===== src/rtl/uart_tx_serializer.sv =====
// UART transmit serializer running in the divided bit-clock domain.
// Frames a parallel word as start, LSB-first data, optional parity and stop bits.
// Every output is registered.
module uart_tx_serializer #(
  parameter int unsigned DATA_W    = 8,
  parameter int unsigned STOP_BITS = 1
) (
  input  logic              I_clk,
  input  logic              I_rst,
  input  logic [DATA_W-1:0] I_data,
  input  logic              I_data_valid,
  input  logic              I_par_en,
  input  logic              I_par_typ,
  output logic              o_tx_out,
  output logic              o_busy,
  output logic              o_frame_done
);

  localparam int unsigned CNT_W = (DATA_W > 1) ? $clog2(DATA_W) : 1;
  localparam logic [CNT_W-1:0] LAST_BIT = CNT_W'(DATA_W - 1);
  localparam logic STOP_LAST = 1'(STOP_BITS - 1);

  typedef enum logic [2:0] {
    IDLE,
    START,
    DATA,
    PARITY,
    STOP
  } state_t;

  state_t            state;
  logic [DATA_W-1:0] shreg;
  logic [CNT_W-1:0]  bit_cnt;
  logic              stop_cnt;
  logic              par_en_q;
  logic              par_bit;

  // Frame sequencer: state names the bit currently on the line.
  // On each edge, the next bit is loaded into o_tx_out.
  always_ff @(posedge I_clk or posedge I_rst) begin
    if (I_rst) begin
      state        <= IDLE;
      shreg        <= '0;
      bit_cnt      <= '0;
      stop_cnt     <= 1'b0;
      par_en_q     <= 1'b0;
      par_bit      <= 1'b0;
      o_tx_out     <= 1'b1;
      o_busy       <= 1'b0;
      o_frame_done <= 1'b0;
    end else begin
      o_frame_done <= 1'b0;
      case (state)
        IDLE: begin
          o_tx_out <= 1'b1;
          o_busy   <= 1'b0;
          if (I_data_valid) begin
            // Parity configuration is captured once; mid-frame changes cannot alter the frame.
            shreg    <= I_data;
            par_en_q <= I_par_en;
            par_bit  <= I_par_typ ? ~^I_data : ^I_data;
            bit_cnt  <= '0;
            o_tx_out <= 1'b0;
            o_busy   <= 1'b1;
            state    <= START;
          end
        end
        START: begin
          o_tx_out <= shreg[0];
          shreg    <= shreg >> 1;
          bit_cnt  <= '0;
          state    <= DATA;
        end
        DATA: begin
          if (bit_cnt == LAST_BIT) begin
            bit_cnt <= '0;
            if (par_en_q) begin
              o_tx_out <= par_bit;
              state    <= PARITY;
            end else begin
              o_tx_out <= 1'b1;
              stop_cnt <= 1'b0;
              state    <= STOP;
            end
          end else begin
            o_tx_out <= shreg[0];
            shreg    <= shreg >> 1;
            bit_cnt  <= bit_cnt + 1'b1;
          end
        end
        PARITY: begin
          o_tx_out <= 1'b1;
          stop_cnt <= 1'b0;
          state    <= STOP;
        end
        STOP: begin
          o_tx_out <= 1'b1;
          if (stop_cnt == STOP_LAST) begin
            o_busy       <= 1'b0;
            o_frame_done <= 1'b1;
            state        <= IDLE;
          end else begin
            stop_cnt <= stop_cnt + 1'b1;
          end
        end
        default: begin
          o_tx_out <= 1'b1;
          o_busy   <= 1'b0;
          state    <= IDLE;
        end
      endcase
    end
  end

endmodule


===== config.mk =====
export PLATFORM = sky130hd
export DESIGN_NAME = uart_tx_serializer
export DESIGN_NICKNAME = d
export VERILOG_FILES = /design/src/rtl/uart_tx_serializer.sv
export SDC_FILE = /design/constraint.sdc
export NUM_CORES = 1
export LEC_CHECK = 0
export BUFFER_PORTS_ARGS = -buffer_cell sky130_fd_sc_hd__buf_4
export CELL_PAD_IN_SITES_DETAIL_PLACEMENT = 0
export CELL_PAD_IN_SITES_GLOBAL_PLACEMENT = 1
export CORE_MARGIN = 5
export CORE_UTILIZATION = 46
export DETAILED_ROUTE_END_ITERATION = 10
export GPL_TIMING_DRIVEN = 0
export PLACE_DENSITY = 0.88
export SLEW_MARGIN = 20
export SYNTH_ARGS = -nofsm -noshare
export SYNTH_HDL_FRONTEND = slang
export SYNTH_SLANG_ARGS = --single-unit

===== constraint.sdc =====
create_clock -name I_clk -period 4.6 [get_ports I_clk]
set_input_delay 0.23 -clock I_clk [delete_from_list [all_inputs] [get_ports I_clk]]
set_output_delay 0.23 -clock I_clk [all_outputs]
set_load 0.05 [all_outputs]

==> flow_summary.yaml <==
outcome:
  run_status: "complete, no violations"
placed_design:
  place.detailed.hpwl_microns: 1510
  place.port_buffers: 15
  routabilityCongestion: 0.741
  dpl.cell_count: 140
logic_synthesis:
  synth_top_family_by_area: "compound AO/OA/AOI/OAI gates"
  post_synth_main_area_contributors: "dfrtp_1 43%, mux2i_1 6.7%, nor2_1 4.3%"
  basic_gate_share_of_the_synthesized_area_counting_and_or_nand_and_nor_cells: 0.150
  synthesis.instances: 97
  synthAdderAreaFrac: 0.0241
  synth-warning-count: 0
  synth_cell_type_count: 31
  synth_seq_cells: 19
  yosys.area_share.xor_xnor: 0.0722
  yosys-mux-area-fraction: 0.0890
  synth_area_sq_um: 1040
  synth_top_area_cell: "dfrtp_1"
  postSynthAreaPerCell_sq_um: 10.7
  synth_compound_gate_area_share: 0.167
  synth_sequential_area_ratio: 0.458
  mappedNetlistNets: 112
  post-synth-top-area-fraction: 0.433
die:
  area_of_the_core_sq_um: 2190
  dieHeight_microns: 57.5
  start_util: 0.475
  fp-row-count: 17
  io_pins: 16
  floorplan.die.width_microns: 57.5
  die_area_sq_um: 3310
grt:
  via_count_of_the_first_global_routing_pass: 791
  grt_first_pass_wirelength_microns: 3560
  maximum_number_of_pins_on_one_net_before_global_route_repair: 20
  grt_antenna_before_repair: 0
  overflow: 0
  grtUsageTotal: 0.138
route:
  first_pass_iters: 4
  ant_nets: 0
  finalWirelength_microns: 1980
  wire_per_inst_microns: 13.8
  vias_post_dr: 750
  routed_via_density: 5.21
  drc: 0
  drt_first_iter_violations: 7
setup_path:
  critical_path.endpoint: "shreg[7]$_DFFE_PP0P_"
  cp.required_ns: 4.77
  crit_fanout: 10
  worstSetupStartpoint: "bit_cnt[0]$_DFFE_PP0P_"
  setup.reg_to_reg.worst_slack_ns: 2.65
  worst-setup-path-type: "register to register"
  worstSetupEndpointType: "register"
  rr_endpoint: "shreg[7]$_DFFE_PP0P_"
  r2r_cells: 6
  worst_ep_arrival_time_ns: 2.13
  timing.critical_path.from_type: "register"
  reg2reg_from: "bit_cnt[0]$_DFFE_PP0P_"
sta:
  hold_fails_final_rpt: 0
  relSlewSlack: 0.536
  upper_clock_frequency_limit_mhz: 512
  fin_worst_skew_ns: 0.00866
  layout_worst_path_cycle_share: 0.425
  worst-slew-pin-transition_ns: 0.696
  setup-tns-final_ns: 0
  grt_setup_unrepaired: "false"
  report.final.slew_viol_count: 0
  final.min_clock_period_ns: 1.95
  timing.final.setup_violations: 0
finish:
  final_cells: 144
  antennaDiodeCount: 0
  layout-drive-gt1-share: 0.276
  fillerInstances: 202
  multi_input_area_sq_um: 523
  layout_commonest_cell: "dfrtp_1"
  area_growth_pct: 16.8
  mostFrequentLayoutCells: "18 x dfrtp_1, 15 x buf_4, 12 x nor2_1"
  area.sequential_sq_um: 477
  fin_nets: 132
cts:
  cts_resized: 0
  clk_root_buffer_cell: "clkbuf_4"
  clock_path_buffers: 2
  tritoncts_num_sinks: 19
  tritoncts: "yes"
  clock_insertion_delay_worst_skew_ns: 0.30
  path_clk_slew_ns: 0.12
  number_of_cts_inserted_buffers: 3
  cts.htree.levels: 1
  postCtsSetupBuffers: 0
  post_cts_hold_fix_bufs: 0
job:
  max_cap_viol_count: 0
min_path:
  hold_path.class: "primary input to async pin"
power_and_ir_drop:
  power.leakage_nw: 0.557
  power_per_cell_area_nw_per_um2: 659
  irDropWorstVdd_uv: 292
==> metrics by stage <==
step	instance area (sq um)	power [mW]	setup WS (ns)	hold WS [ns]	util
5_1_grt	1210	0.867	2.54	0.0919	0.555
4_1_cts	1210	0.809	2.63	0.0587	0.555
6_report	1210	0.801	2.65	0.0275	0.555
2_1_floorplan	1040	0.626	2.86	0.180	-
3_5_place_dp	1190	0.721	2.67	0.382	0.542
3_3_place_gp	1190	0.701	2.72	0.396	0.542
==> area by class of cell <==
type	count	share of cell area
Buffer	4	0.0268
Clock buffer	3	0.0185
Clock inverter	1	0.00412
Inverter	2	0.00618
Multi-Input combinational cell	72	0.430
Sequential cell	19	0.392
Tap cell	28	0.0288
Timing Repair Buffer	15	0.0927
==> critical path, stage by stage (launching register included) <==
cell	delay (ns)
dfrtp_1	0.43
ha_1	0.21
ha_1	0.24
or3b_4	0.41
a21oi_4	0.24
buf_6	0.18
o21ai_0	0.10
==> state kept, by name, indices dropped and copies added (netlist names) <==
register      flops
bit_cnt           3
o_busy            1
o_frame_done      1
o_tx_out          1
par_bit           1
par_en_q          1
shreg             8
state             3
==> power by group <==
part / internal (mW) / total (mW) / switching (mW)
Clock: 0.0323 / 0.0870 / 0.0547
Combinational: 0.192 / 0.422 / 0.230
Sequential: 0.245 / 0.292 / 0.0474
Total: 0.469 / 0.801 / 0.332
==> worst min-delay path by stage <==
stage	to	startpoint	cells after the start
2_1_floorplan	bit_cnt[0]$_DFFE_PP0P_	I_rst	1
3_3_place_gp	shreg[0]$_DFFE_PP0P_	I_rst	2
3_5_place_dp	shreg[1]$_DFFE_PP0P_	I_rst	2
4_1_cts	state[0]$_DFFE_PP0P_	I_rst	2
5_1_grt	state[0]$_DFFE_PP0P_	I_rst	2
6_report	o_busy$_DFFE_PP0N_	I_rst	2
==> cell families after synthesis <==
| group | Yosys count |
|---|---|
| and+or+nand+nor | 30 |
| AOI/OAI and AO/OA | 24 |
| DFF | 19 |
| muxes | 9 |
| xor gates and xnor gates | 7 |
| buffers and inverters | 6 |
| adders and majority gates | 2 |
==> cells in the mapped netlist <==
library cell,number
a21oi_1,6
ha_1,2
nand3_1,2
a21o_1,1
a21oi_4,2
a22oi_1,3
xor2_1,1
xnor3_1,1
nor3_1,1
o21bai_1,1
nand3b_1,2
or3b_4,1
nand2b_4,1
and2_1,1
dfrtp_1,18
o21ai_0,5
mux2i_1,7
buf_2,2
nand2_1,5
o221ai_1,1
a21oi_2,2
xnor2_1,5
inv_1,2
nand2b_1,2
a21boi_0,1
o21a_1,2
nor2_1,12
mux2_2,2
nor2b_1,3
dfstp_2,1
buf_6,2
==> layer usage <==
layer  track usage  share of wire  wire [microns]  vias up
met3        0.0204          0.026              51        2
met1         0.178           0.46             903      368
met2         0.234           0.51            1010        9
met5             0              0               0        -
met4        0.0497         0.0086              17        0
li1              -              -               -      371
Note: power is estimated with default switching activity, not from simulation.
